--- src/rtl/ov_capture_pkg.sv ---
// ---------------------------------------------------------------------------
// ov_capture_pkg
// Shared types and width helpers for the OV7670 pixel capture block.
//   capture_state_t : capture FSM states
//   clog2_min1      : $clog2 that never returns 0, so that a degenerate size
//                     of 1 still gives a legal one-bit vector
//   addr_width      : frame-buffer address width for a W x H frame
//   x_width/y_width : output coordinate widths
//   xcnt_width/
//   ycnt_width      : internal counter widths, wide enough to hold W and H
// ---------------------------------------------------------------------------
package ov_capture_pkg;

    typedef enum logic [1:0] {
        S_SYNC      = 2'd0,
        S_VBLANK    = 2'd1,
        S_LINE_WAIT = 2'd2,
        S_LINE      = 2'd3
    } capture_state_t;

    function automatic int unsigned clog2_min1(input int unsigned n);
        int unsigned w;
        w = $clog2(n);
        if (w == 32'd0) begin
            return 32'd1;
        end else begin
            return w;
        end
    endfunction

    function automatic int unsigned addr_width(input int unsigned w, input int unsigned h);
        return clog2_min1(w * h);
    endfunction

    function automatic int unsigned x_width(input int unsigned w);
        return clog2_min1(w);
    endfunction

    function automatic int unsigned y_width(input int unsigned h);
        return clog2_min1(h);
    endfunction

    function automatic int unsigned xcnt_width(input int unsigned w);
        return clog2_min1(w + 32'd1);
    endfunction

    function automatic int unsigned ycnt_width(input int unsigned h);
        return clog2_min1(h + 32'd1);
    endfunction

endpackage

--- src/rtl/ov_pixel_capture_if.sv ---
// ---------------------------------------------------------------------------
// ov_pixel_capture_if
// Bundles the camera-side inputs and the pixel write-port outputs of
// ov_pixel_capture.
//   Camera side : EN, D[7:0], HREF, VSYNC
//   Pixel side  : o_PIXEL, DV, w_addr, o_X, o_Y, o_SOF, o_EOF, o_LINE_ERR,
//                 o_FRAME_COUNT[15:0]
// Modports: master = camera/stimulus side, slave = the capture block.
// ---------------------------------------------------------------------------
interface ov_pixel_capture_if
    import ov_capture_pkg::*;
#(
    parameter int RESOLUTION_WIDTH  = 640,
    parameter int RESOLUTION_HEIGHT = 480,
    parameter int BYTES_PER_PIXEL   = 2
);
    localparam int AW = addr_width(RESOLUTION_WIDTH, RESOLUTION_HEIGHT);
    localparam int XW = x_width(RESOLUTION_WIDTH);
    localparam int YW = y_width(RESOLUTION_HEIGHT);

    logic                           EN;
    logic [7:0]                     D;
    logic                           HREF;
    logic                           VSYNC;

    logic [8*BYTES_PER_PIXEL-1:0]   o_PIXEL;
    logic                           DV;
    logic [AW-1:0]                  w_addr;
    logic [XW-1:0]                  o_X;
    logic [YW-1:0]                  o_Y;
    logic                           o_SOF;
    logic                           o_EOF;
    logic                           o_LINE_ERR;
    logic [15:0]                    o_FRAME_COUNT;

    modport master (
        output EN, D, HREF, VSYNC,
        input  o_PIXEL, DV, w_addr, o_X, o_Y, o_SOF, o_EOF, o_LINE_ERR, o_FRAME_COUNT
    );

    modport slave (
        input  EN, D, HREF, VSYNC,
        output o_PIXEL, DV, w_addr, o_X, o_Y, o_SOF, o_EOF, o_LINE_ERR, o_FRAME_COUNT
    );

endinterface

--- src/rtl/ov_sync_edge.sv ---
// ---------------------------------------------------------------------------
// ov_sync_edge
// Registers HREF and VSYNC once and reports level, rising and falling edges.
// Edges compare the registered sample against the previous registered sample.
//   PCLK, RST           : clock, synchronous active-high reset
//   href_in, vsync_in   : raw camera sync lines
//   *_lvl/_rise/_fall   : registered level and single-cycle edge flags
// ---------------------------------------------------------------------------
module ov_sync_edge (
    input  logic PCLK,
    input  logic RST,
    input  logic href_in,
    input  logic vsync_in,
    output logic href_lvl,
    output logic href_rise,
    output logic href_fall,
    output logic vsync_lvl,
    output logic vsync_rise,
    output logic vsync_fall
);
    logic href_r;
    logic href_prev_r;
    logic vsync_r;
    logic vsync_prev_r;

    // Input sample plus one cycle of history for edge detection.
    always_ff @(posedge PCLK) begin
        if (RST) begin
            href_r       <= 1'b0;
            href_prev_r  <= 1'b0;
            vsync_r      <= 1'b0;
            vsync_prev_r <= 1'b0;
        end else begin
            href_r       <= href_in;
            href_prev_r  <= href_r;
            vsync_r      <= vsync_in;
            vsync_prev_r <= vsync_r;
        end
    end

    assign href_lvl   = href_r;
    assign href_rise  = href_r & ~href_prev_r;
    assign href_fall  = ~href_r & href_prev_r;
    assign vsync_lvl  = vsync_r;
    assign vsync_rise = vsync_r & ~vsync_prev_r;
    assign vsync_fall = ~vsync_r & vsync_prev_r;

endmodule

--- src/rtl/ov_pixel_capture.sv ---
// ---------------------------------------------------------------------------
// ov_pixel_capture
// Converts the OV7670 byte stream into whole pixels of BYTES_PER_PIXEL bytes
// with frame-buffer address and x/y coordinates. Adds frame gating (EN,
// sampled at frame start), 1-of-N frame decimation, SOF/EOF strobes,
// line-length error detection and a captured-frame counter.
//   PCLK, RST : pixel clock, synchronous active-high reset
//   bus       : ov_pixel_capture_if.slave (camera inputs, pixel outputs)
// Output timing: the last byte of a pixel is registered at edge k, DV and the
// pixel data/position update at edge k+1. All outputs are registered.
// ---------------------------------------------------------------------------
module ov_pixel_capture
    import ov_capture_pkg::*;
#(
    parameter int RESOLUTION_WIDTH  = 640,
    parameter int RESOLUTION_HEIGHT = 480,
    parameter int BYTES_PER_PIXEL   = 2,
    parameter bit MSB_FIRST         = 1'b1,
    parameter int FRAME_DECIMATION  = 1
) (
    input  logic PCLK,
    input  logic RST,
    ov_pixel_capture_if.slave bus
);
    localparam int W   = RESOLUTION_WIDTH;
    localparam int H   = RESOLUTION_HEIGHT;
    localparam int BPP = BYTES_PER_PIXEL;
    localparam int PW  = 8 * BPP;
    localparam int AW  = addr_width(W, H);
    localparam int XW  = x_width(W);
    localparam int YW  = y_width(H);
    localparam int XCW = xcnt_width(W);
    localparam int YCW = ycnt_width(H);
    localparam int BW  = clog2_min1(BPP);
    localparam int DW  = clog2_min1(FRAME_DECIMATION);

    localparam logic [BW-1:0]  LAST_BYTE = BW'(BPP - 1);
    localparam logic [XCW-1:0] W_CNT     = XCW'(W);
    localparam logic [YCW-1:0] H_CNT     = YCW'(H);
    localparam logic [AW-1:0]  W_ADDR    = AW'(W);
    localparam logic [DW-1:0]  DEC_LAST  = DW'(FRAME_DECIMATION - 1);

    // Edge detector outputs
    logic href_lvl_s, href_rise_s, href_fall_s;
    logic vsync_lvl_s, vsync_rise_s, vsync_fall_s;

    // Internal state
    logic [7:0]     d_r;
    capture_state_t state_r;
    logic [PW-1:0]  pix_r;
    logic [BW-1:0]  b_r;
    logic [XCW-1:0] x_r;
    logic [YCW-1:0] y_r;
    logic [AW-1:0]  addr_r;
    logic [AW-1:0]  row_base_r;
    logic           over_r;
    logic           capture_r;
    logic [DW-1:0]  dec_r;

    // Registered outputs
    logic           dv_r;
    logic [PW-1:0]  pixel_out_r;
    logic [AW-1:0]  addr_out_r;
    logic [XW-1:0]  x_out_r;
    logic [YW-1:0]  y_out_r;
    logic           sof_r;
    logic           eof_r;
    logic           line_err_r;
    logic [15:0]    frame_cnt_r;

    // Combinational helpers
    logic [BW-1:0]  byte_pos_s;
    logic [PW-1:0]  pixel_ins_s;
    logic           take_byte_s;
    logic           line_bad_s;

    ov_sync_edge u_sync (
        .PCLK       (PCLK),
        .RST        (RST),
        .href_in    (bus.HREF),
        .vsync_in   (bus.VSYNC),
        .href_lvl   (href_lvl_s),
        .href_rise  (href_rise_s),
        .href_fall  (href_fall_s),
        .vsync_lvl  (vsync_lvl_s),
        .vsync_rise (vsync_rise_s),
        .vsync_fall (vsync_fall_s)
    );

    // Data byte input register, aligned with the HREF/VSYNC samples.
    always_ff @(posedge PCLK) begin
        if (RST) begin
            d_r <= 8'd0;
        end else begin
            d_r <= bus.D;
        end
    end

    // Slot of the current byte inside the pixel word.
    always_comb begin
        if (MSB_FIRST) begin
            byte_pos_s = LAST_BYTE - b_r;
        end else begin
            byte_pos_s = b_r;
        end
    end

    // Pixel word with the current byte dropped into its slot.
    always_comb begin
        pixel_ins_s = pix_r;
        for (int i = 0; i < BPP; i++) begin
            pixel_ins_s[8*i +: 8] = (BW'(i) == byte_pos_s) ? d_r : pix_r[8*i +: 8];
        end
    end

    // A byte is consumed on the HREF rise (byte 0) and while HREF stays high;
    // a coincident VSYNC rise always takes priority over line data.
    always_comb begin
        take_byte_s = 1'b0;
        case (state_r)
            S_LINE_WAIT: take_byte_s = href_rise_s & ~vsync_rise_s;
            S_LINE:      take_byte_s = href_lvl_s & ~vsync_rise_s;
            default:     take_byte_s = 1'b0;
        endcase
    end

    // Line is malformed if it did not carry exactly W whole pixels.
    always_comb begin
        line_bad_s = (x_r != W_CNT) | over_r | (b_r != {BW{1'b0}});
    end

    // Capture FSM, pixel assembly, position counters and registered outputs.
    always_ff @(posedge PCLK) begin
        if (RST) begin
            state_r     <= S_SYNC;
            pix_r       <= {PW{1'b0}};
            b_r         <= {BW{1'b0}};
            x_r         <= {XCW{1'b0}};
            y_r         <= {YCW{1'b0}};
            addr_r      <= {AW{1'b0}};
            row_base_r  <= {AW{1'b0}};
            over_r      <= 1'b0;
            capture_r   <= 1'b0;
            dec_r       <= {DW{1'b0}};
            dv_r        <= 1'b0;
            pixel_out_r <= {PW{1'b0}};
            addr_out_r  <= {AW{1'b0}};
            x_out_r     <= {XW{1'b0}};
            y_out_r     <= {YW{1'b0}};
            sof_r       <= 1'b0;
            eof_r       <= 1'b0;
            line_err_r  <= 1'b0;
            frame_cnt_r <= 16'd0;
        end else begin
            dv_r       <= 1'b0;
            sof_r      <= 1'b0;
            eof_r      <= 1'b0;
            line_err_r <= 1'b0;

            case (state_r)
                S_SYNC: begin
                    // Only a VSYNC high phase can precede a clean frame start.
                    if (vsync_lvl_s) begin
                        state_r <= S_VBLANK;
                    end
                end

                S_VBLANK: begin
                    if (vsync_fall_s) begin
                        capture_r  <= bus.EN & (dec_r == {DW{1'b0}});
                        dec_r      <= (dec_r == DEC_LAST) ? {DW{1'b0}} : dec_r + DW'(1'b1);
                        x_r        <= {XCW{1'b0}};
                        y_r        <= {YCW{1'b0}};
                        b_r        <= {BW{1'b0}};
                        addr_r     <= {AW{1'b0}};
                        row_base_r <= {AW{1'b0}};
                        over_r     <= 1'b0;
                        state_r    <= S_LINE_WAIT;
                    end
                end

                S_LINE_WAIT: begin
                    if (vsync_rise_s) begin
                        state_r <= S_VBLANK;
                        eof_r   <= capture_r;
                        if (capture_r) begin
                            frame_cnt_r <= frame_cnt_r + 16'd1;
                        end
                    end else if (href_rise_s) begin
                        state_r <= S_LINE;
                    end
                end

                S_LINE: begin
                    if (vsync_rise_s) begin
                        // Frame ends inside a line: an HREF still high means
                        // the line was cut short.
                        state_r    <= S_VBLANK;
                        eof_r      <= capture_r;
                        line_err_r <= capture_r & (href_lvl_s | line_bad_s);
                        if (capture_r) begin
                            frame_cnt_r <= frame_cnt_r + 16'd1;
                        end
                    end else if (href_fall_s) begin
                        state_r    <= S_LINE_WAIT;
                        line_err_r <= capture_r & line_bad_s;
                        x_r        <= {XCW{1'b0}};
                        b_r        <= {BW{1'b0}};
                        over_r     <= 1'b0;
                        // Next row starts from the row base, so a short line
                        // does not shift the following rows.
                        if (y_r < H_CNT) begin
                            y_r        <= y_r + YCW'(1'b1);
                            row_base_r <= row_base_r + W_ADDR;
                            addr_r     <= row_base_r + W_ADDR;
                        end
                    end
                end

                default: begin
                    state_r <= S_SYNC;
                end
            endcase

            if (take_byte_s) begin
                pix_r <= pixel_ins_s;
                if (b_r == LAST_BYTE) begin
                    b_r <= {BW{1'b0}};
                    if (x_r < W_CNT) begin
                        x_r <= x_r + XCW'(1'b1);
                        if (y_r < H_CNT) begin
                            addr_r <= addr_r + AW'(1'b1);
                            if (capture_r) begin
                                dv_r        <= 1'b1;
                                pixel_out_r <= pixel_ins_s;
                                addr_out_r  <= addr_r;
                                x_out_r     <= x_r[XW-1:0];
                                y_out_r     <= y_r[YW-1:0];
                                sof_r       <= (x_r == {XCW{1'b0}}) && (y_r == {YCW{1'b0}});
                            end
                        end
                    end else begin
                        over_r <= 1'b1;
                    end
                end else begin
                    b_r <= b_r + BW'(1'b1);
                end
            end
        end
    end

    assign bus.DV            = dv_r;
    assign bus.o_PIXEL       = pixel_out_r;
    assign bus.w_addr        = addr_out_r;
    assign bus.o_X           = x_out_r;
    assign bus.o_Y           = y_out_r;
    assign bus.o_SOF         = sof_r;
    assign bus.o_EOF         = eof_r;
    assign bus.o_LINE_ERR    = line_err_r;
    assign bus.o_FRAME_COUNT = frame_cnt_r;

endmodule
--- src/flat_wrapper.sv ---
// flat-port wrapper written by rule: the top's interface ports become plain ports
module ov_pixel_capture_flat import ov_capture_pkg::*;
#(
    parameter int RESOLUTION_WIDTH  = 640,
    parameter int RESOLUTION_HEIGHT = 480,
    parameter int BYTES_PER_PIXEL   = 2,
    parameter bit MSB_FIRST         = 1'b1,
    parameter int FRAME_DECIMATION  = 1
)
  (PCLK, RST, bus_EN, bus_D, bus_HREF, bus_VSYNC, bus_o_PIXEL, bus_DV, bus_w_addr, bus_o_X, bus_o_Y, bus_o_SOF, bus_o_EOF, bus_o_LINE_ERR, bus_o_FRAME_COUNT);
  ov_pixel_capture_if #(.RESOLUTION_WIDTH(RESOLUTION_WIDTH), .RESOLUTION_HEIGHT(RESOLUTION_HEIGHT), .BYTES_PER_PIXEL(BYTES_PER_PIXEL)) bus_i ();
  input  logic PCLK;
  input  logic RST;
  input wire logic [$bits(bus_i.EN)-1:0] bus_EN;
  input wire logic [$bits(bus_i.D)-1:0] bus_D;
  input wire logic [$bits(bus_i.HREF)-1:0] bus_HREF;
  input wire logic [$bits(bus_i.VSYNC)-1:0] bus_VSYNC;
  output wire logic [$bits(bus_i.o_PIXEL)-1:0] bus_o_PIXEL;
  output wire logic [$bits(bus_i.DV)-1:0] bus_DV;
  output wire logic [$bits(bus_i.w_addr)-1:0] bus_w_addr;
  output wire logic [$bits(bus_i.o_X)-1:0] bus_o_X;
  output wire logic [$bits(bus_i.o_Y)-1:0] bus_o_Y;
  output wire logic [$bits(bus_i.o_SOF)-1:0] bus_o_SOF;
  output wire logic [$bits(bus_i.o_EOF)-1:0] bus_o_EOF;
  output wire logic [$bits(bus_i.o_LINE_ERR)-1:0] bus_o_LINE_ERR;
  output wire logic [$bits(bus_i.o_FRAME_COUNT)-1:0] bus_o_FRAME_COUNT;
  assign bus_i.EN = bus_EN;
  assign bus_i.D = bus_D;
  assign bus_i.HREF = bus_HREF;
  assign bus_i.VSYNC = bus_VSYNC;
  assign bus_o_PIXEL = bus_i.o_PIXEL;
  assign bus_DV = bus_i.DV;
  assign bus_w_addr = bus_i.w_addr;
  assign bus_o_X = bus_i.o_X;
  assign bus_o_Y = bus_i.o_Y;
  assign bus_o_SOF = bus_i.o_SOF;
  assign bus_o_EOF = bus_i.o_EOF;
  assign bus_o_LINE_ERR = bus_i.o_LINE_ERR;
  assign bus_o_FRAME_COUNT = bus_i.o_FRAME_COUNT;
  ov_pixel_capture #(.RESOLUTION_WIDTH(RESOLUTION_WIDTH), .RESOLUTION_HEIGHT(RESOLUTION_HEIGHT), .BYTES_PER_PIXEL(BYTES_PER_PIXEL), .MSB_FIRST(MSB_FIRST), .FRAME_DECIMATION(FRAME_DECIMATION)) u_core (.PCLK(PCLK), .RST(RST), .bus(bus_i));
endmodule
--- config.mk ---
export PLATFORM = sky130hd
export DESIGN_NAME = ov_pixel_capture_flat
export DESIGN_NICKNAME = d
export VERILOG_FILES = /design/src/rtl/ov_capture_pkg.sv /design/src/rtl/ov_pixel_capture_if.sv /design/src/rtl/ov_sync_edge.sv /design/src/rtl/ov_pixel_capture.sv /design/src/flat_wrapper.sv
export SDC_FILE = /design/constraint.sdc
export NUM_CORES = 1
export LEC_CHECK = 0
export ABC_AREA = 1
export ABC_CLOCK_PERIOD_IN_PS = 1800
export CORE_ASPECT_RATIO = 0.6
export CORE_MARGIN = 8
export CORE_UTILIZATION = 55
export CTS_CLUSTER_DIAMETER = 40
export CTS_CLUSTER_SIZE = 30
export DETAILED_ROUTE_END_ITERATION = 12
export PLACE_DENSITY = 0.79
export SLEW_MARGIN = 5
export SYNTH_ARGS = -nofsm -noshare
export SYNTH_HDL_FRONTEND = slang
export SYNTH_SLANG_ARGS = --single-unit
export TNS_END_PERCENT = 20
--- constraint.sdc ---
create_clock -name PCLK -period 1.8 [get_ports PCLK]
set_input_delay 0.18 -clock PCLK [delete_from_list [all_inputs] [get_ports PCLK]]
set_output_delay 0.18 -clock PCLK [all_outputs]
set_load 0.01 [all_outputs]
==> flow_metrics.tcl, run 1 <==
set metrics [dict create \
    worst_pin_slew_ns 0.592 \
    rsz0062_at_grt "yes" \
    die_w_microns 164 \
    insertion_delay_ns 0.42 \
    wl_per_cell_microns 14.4 \
    nets 1194 \
    cts_buffers 17 \
    yosysWarnings 0 \
    cts_tree "done" \
    cp_data_required_time_ns 2.12 \
    dp.cells 1313 \
    ys_seq_area_frac 0.436 \
    ys_top_cells_by_area "dfxtp_1, nor2_1, nand2_1" \
    synth_area_sq_um 7200 \
    netlist_top_cells_count "nor2_1, nand2_1, dfxtp_1, o21ai_0, inv_1" \
    grtUsageMet3 0.0576 \
    setup_viol 0 \
    yosysUniqueCellTypes 38 \
    overflow 0 \
    rows 32 \
    synth_top_area_share 0.436 \
    grt_antenna_before_repair 0 \
    met1_usage 0.336 \
    cts_root_buf "clkbuf_16" \
    r2r_end "u_core.addr_r[16]" \
    reg2reg_depth 9 \
    fin_util 0.717 \
    coreArea_sq_um 12800 \
    yosys.cell_count.top_type "nor2_1" \
    grt_pass1_wl_microns 31800 \
    grt.total_usage 0.224 \
    first_iter_violations 555 \
    hp-class "input pin to flop" \
    register_area_sq_um 3140 \
    grt_start_max_net_pins 53 \
    ir_drop_mv 0.609 \
    critPathCapture "u_core.addr_r[16]" \
    cts_hold_buf 0 \
    instances_no_fill 1355 \
    cts_buffer_depth 2 \
    outcome "finished clean" \
    multi_input_area_sq_um 3530 \
    holdPathStages 4 \
    layout-drive-gt1-share 0.0945 \
    fin_worst_skew_ns 0.00926 \
    syn_to_final_growth_pct 27.6 \
    vias 7243 \
    crit_start "u_core.u_sync.vsync_lvl" \
    endpoint_kind "flop" \
    hold_viol 0 \
    slew_headroom 0.605 \
    ys_async_sr_fraction 0 \
    start_util 0.562 \
    synth_fp_nets 1082 \
    critPathMaxFanout 25 \
    slew_violations 0 \
    diodes 0 \
    grt_pass1_vias 6403 \
    hpwl_microns 13300 \
    die_area_sq_um 17100 \
    synth-edff-count 0 \
    avgViaCountPerCell 5.35 \
    cts_sinks 157 \
    busiest_layer "met1" \
    syn-instance-count 1062 \
    fin_crit_sh 0.944 \
    cp.arrival_ns 2.02 \
    firstDrtPassIters 5 \
    ys_ff_latch 157 \
    finalCriticalPeriod_ns 1.70 \
    fill_cells 1021 \
    met2_usage 0.313 \
    yosys_most_used_dff "dfxtp_1" \
    antenna_left 0 \
    rrSetupSlack_ns 0.10 \
    drcViolationCount 0 \
    h-tree-depth 4 \
    avgSynthCellArea_sq_um 6.78 \
    die_h_microns 105 \
    finalWirelength_microns 19500 \
    ios 87 \
    criticalPathCategory "flop to flop" \
    gp_congestion 0.896 \
    cellLeakagePower_uw 0.00344 \
    power_density_nw_per_um2 827 \
    worstSetupStartpointType "flop" \
    clkTransAtPathRegs_ns 0.06 \
    cap_violations 0 \
    regToRegStartpoint "u_core.u_sync.vsync_lvl" \
    max_freq_mhz 589 \
    yosysTopAreaCell "dfxtp_1" \
    portBuffers 86 \
]
## report_power, final
part	leakage (uW)	switching (uW)	total [uW]	internal, uW
Sequential	0.00127	27.3	3540	3510
Combinational	0.00188	221	359	139
Clock	0.000293	1480	3700	2220
## worst min path at each step
stage,startpoint,slack (ns),end
finish,RST,0.13,u_core.bus.o_SOF
global route,RST,0.14,u_core.bus.o_SOF
CTS,RST,0.12,u_core.bus.o_SOF
detailed placement,u_core.pix_r[14],0.44,u_core.pix_r[14]
global placement,u_core.pix_r[8],0.43,u_core.pix_r[8]
floorplan,bus_D[0],0.29,u_core.d_r[0]
## state kept, by name, indices dropped and copies added, names as in the netlist, 2 cells and up
name,count
u_core.bus.o_X,10
u_core.bus.o_Y,9
u_core.bus.o_PIXEL,16
u_core.state_r,2
u_core.row_base_r,12
u_core.addr_r,19
u_core.pix_r,16
u_core.y_r,9
u_core.bus.w_addr,19
u_core.bus.o_FRAME_COUNT,16
u_core.d_r,8
u_core.x_r,10
## metal layers
layer,vias to the layer above,share of wire
met1,3294,0.51
li1,3665,-
met4,0,0.0067
met5,-,0
met3,12,0.092
met2,272,0.39
## placed cells by master (no fill, tap or decap), types with 3 or more instances in the layout
master / n
nand4_1: 14
nand2_2: 3
nand2_1: 212
ha_1: 7
nor2_1: 215
clkbuf_16: 17
nor2_4: 4
nor4_1: 3
dfxtp_1: 156
inv_2: 9
inv_6: 4
a21oi_1: 79
o211ai_1: 3
buf_4: 43
inv_1: 88
buf_12: 7
o21ai_1: 17
o21ai_0: 98
nor2_2: 5
bufinv_16: 3
xor2_1: 5
nand3_1: 58
xnor2_1: 5
nor3_1: 15
clkdlybuf4s50_1: 85
## kinds of logic after synthesis
group                    count (synthesis)  share of synthesized area
AND/OR/NAND/NOR                        536                      0.306
AO/OA/AOI/OAI                          208                      0.151
buffers and inverters                  144                     0.0829
adder cells (fa/ha/maj)                  7                     0.0122
flip-flops                             157                      0.436
XOR/XNOR                                10                     0.0122
## worst max-delay path: stages (launching register included)
cell and delay [ns]:
dfxtp_1 0.35, inv_2 0.07, nor2_2 0.20, nor2_1 0.09
nand2_2 0.12, nor2_4 0.07, inv_2 0.33, o21ai_0 0.18
nor2_1 0.13, nor2_1 0.04
## metrics by stage
stage          power, uW  setup slack (ns)  hold slack, ns  setup TNS, ns  cell area, sq um
3_5_place_dp        3950            -0.114           0.440          -1.58              8420
6_report            7600             0.101           0.127              0              9190
4_1_cts             7600            0.0194           0.124              0              9040
3_3_place_gp        3940           -0.0149           0.432         -0.167              8420
2_1_floorplan       3820             0.321           0.287              0              7200
5_1_grt             7830           -0.0448           0.137        -0.0942              9190
## layout make-up
cell class	instances	share of cell area
well taps	170	0.0231
repair buffers	136	0.143
multi-input cells	763	0.384
clock buffers	18	0.0478
clock inverters	12	0.0174
flip-flops and latches	157	0.342
inverters	99	0.0418
## timing repair
| item | CTS | global route |
|---|---|---|
| setup buffers | 0 | 10 |
| resized for setup | 3 | 32 |
| setup endpoints to repair | 64 | 92 |
| pin swaps | 0 | 3 |
| cloned | 1 | 1 |
Note: power is estimated with default switching activity, not from simulation.
==> run 2, diff against run 1 <==
--- a/config.mk
+++ b/config.mk
@@ -6,13 +6,14 @@
 export NUM_CORES = 1
 export LEC_CHECK = 0
 export ABC_AREA = 1
-export ABC_CLOCK_PERIOD_IN_PS = 1800
+export ABC_CLOCK_PERIOD_IN_PS = 2100
 export CORE_ASPECT_RATIO = 0.6
 export CORE_MARGIN = 8
 export CORE_UTILIZATION = 55
 export CTS_CLUSTER_DIAMETER = 40
 export CTS_CLUSTER_SIZE = 30
 export DETAILED_ROUTE_END_ITERATION = 12
+export MAX_ROUTING_LAYER = met4
 export PLACE_DENSITY = 0.79
 export SLEW_MARGIN = 5
 export SYNTH_ARGS = -nofsm -noshare
==> constraint.sdc (replaced) <==
create_clock -name PCLK -period 2.1 [get_ports PCLK]
set_input_delay 0.21 -clock PCLK [delete_from_list [all_inputs] [get_ports PCLK]]
set_output_delay 0.21 -clock PCLK [all_outputs]
set_load 0.01 [all_outputs]
==> run 2 against run 1 <==
Effect of this change: highest routed layer unchanged; first-iteration DRC count increased by 35%; clock skew hardly changed; cell area fell by 3.6%; clock power is 13% lower.
==> flow_metrics.tcl, run 2 (synthesized netlist as in run 1, its figures left out) <==
set metrics [dict create \
    rsz0062_at_grt "no" \
    post_cts_buffers 0 \
    start_util 0.562 \
    slew_violations 0 \
    worstSetupStartpointType "flop" \
    die_area_sq_um 17100 \
    max_freq_mhz 540 \
    hold_ws_ns 0.301 \
    slowest_delay_ns 0.38 \
    cts_buffer_depth 2 \
    multi_input_area_sq_um 3460 \
    firstDrtPassIters 5 \
    slew_headroom 0.647 \
    cts_root_buf "clkbuf_16" \
    ctsResizeCount 0 \
    final_common_cell "nor2_1" \
    fin_worst_skew_ns 0.00938 \
    clkTransAtPathRegs_ns 0.07 \
    worst_pin_slew_ns 0.529 \
    instances_no_fill 1326 \
    crit_buf_inv 4 \
    vias 7133 \
    hold_end "u_core.d_r[1]" \
    h-tree-depth 4 \
    reg2reg_depth 11 \
    gp_congestion 0.952 \
    diodes 0 \
    outcome "finished clean" \
    cp_data_required_time_ns 2.40 \
    cellLeakagePower_uw 0.00328 \
    fin_crit_sh 0.882 \
    finalCriticalPeriod_ns 1.85 \
    wl_per_cell_microns 14.0 \
    rrSetupSlack_ns 0.25 \
    avgViaCountPerCell 5.38 \
    power_density_nw_per_um2 737 \
    layout-drive-gt1-share 0.0623 \
    overflow 0 \
    total_power_uw 6530 \
    grt_pass1_wl_microns 30500 \
    fill_cells 1089 \
    rows 32 \
    slowest_stage "dfxtp_1" \
    cp.arrival_ns 2.15 \
    setup_viol 0 \
    grt.total_usage 0.220 \
    grt_pass1_vias 6143 \
    cap_violations 0 \
    r2r_end "u_core.x_r[6]" \
    die_w_microns 164 \
    cts_hold_buf 0 \
    hpwl_microns 13000 \
    drcViolationCount 0 \
    final_cell_mix "nor2_1, nand2_1, dfxtp_1" \
    grt_start_max_net_pins 42 \
    finalWirelength_microns 18500 \
    criticalPathCategory "flop to flop" \
    min-delay-start "bus_D[1]" \
    hold_viol 0 \
    critPathMaxFanout 36 \
    dp.cells 1294 \
    cts_tree "done" \
    cts_sinks 157 \
    cts_buffers 17 \
    holdPathStages 3 \
    endpoint_kind "flop" \
    die_h_microns 105 \
    crit_path_cell_trace "inv_2, nor2_2, nor2_1, nand2_2, buf_4, nor3_2, buf_4, inv_1, o21ai_0, nand2_1, nor2_1" \
    ios 87 \
    ir_drop_mv 0.615 \
    cp_top_family "buffers and inverters" \
    crit_start "u_core.u_sync.vsync_lvl" \
    hp-class "input pin to flop" \
    antenna_left 0 \
    register_area_sq_um 3140 \
    insertion_delay_ns 0.42 \
    portBuffers 86 \
    nets 1163 \
    grt_antenna_before_repair 0 \
    syn_to_final_growth_pct 23.1 \
    fin_setup_tns_ns 0 \
    first_iter_violations 748 \
    regToRegStartpoint "u_core.u_sync.vsync_lvl" \
    coreArea_sq_um 12800 \
]
run 2: how the worst max path moves through the flow:
stage	slack, ns	to	cells past startpoint
after floorplan	0.62	u_core.addr_r[16]	9
after global placement	0.32	u_core.x_r[6]	11
after detailed placement	0.31	u_core.addr_r[10]	9
after CTS	0.28	u_core.addr_r[10]	9
after global routing	0.03	u_core.addr_r[10]	9
final	0.25	u_core.x_r[6]	11
run 2: worst register-to-register path: stages (launching register included):
cell     delay (ns)
dfxtp_1        0.38
inv_2          0.08
nor2_2         0.21
nor2_1         0.09
nand2_2        0.09
buf_4          0.32
nor3_2         0.07
buf_4          0.18
inv_1          0.12
o21ai_0        0.09
nand2_1        0.07
nor2_1         0.05
run 2: layout make-up:
class,count,area share
tap,170,0.0240
sequential,157,0.355
inverter,99,0.0422
clock buffer,19,0.0500
timing repair buffer,107,0.119
multi-input combinational,761,0.391
clock inverter,13,0.0202
run 2: layer usage:
metal / global-route usage / vias to the layer above / routed length (microns)
li1: - / 3590 / -
met1: 0.325 / 3207 / 9290
met2: 0.293 / 319 / 7290
met3: 0.0498 / 17 / 1790
met4: 0.0530 / 0 / 157
met5: - / - / 0
run 2: where the power goes:
group / switching [uW] / internal, uW / leakage (uW)
logic: 176 / 91.5 / 0.00171
clock network: 1300 / 1930 / 0.000301
registers: 24.4 / 3010 / 0.00127
run 2: through the flow:
step	setup WS [ns]	utilization	cell area [sq um]
CTS	0.279	0.692	8860
global placement	0.322	0.643	8240
detailed placement	0.312	0.643	8240
floorplan	0.621	-	7200
finish	0.249	0.692	8860
global route	0.0325	0.692	8860
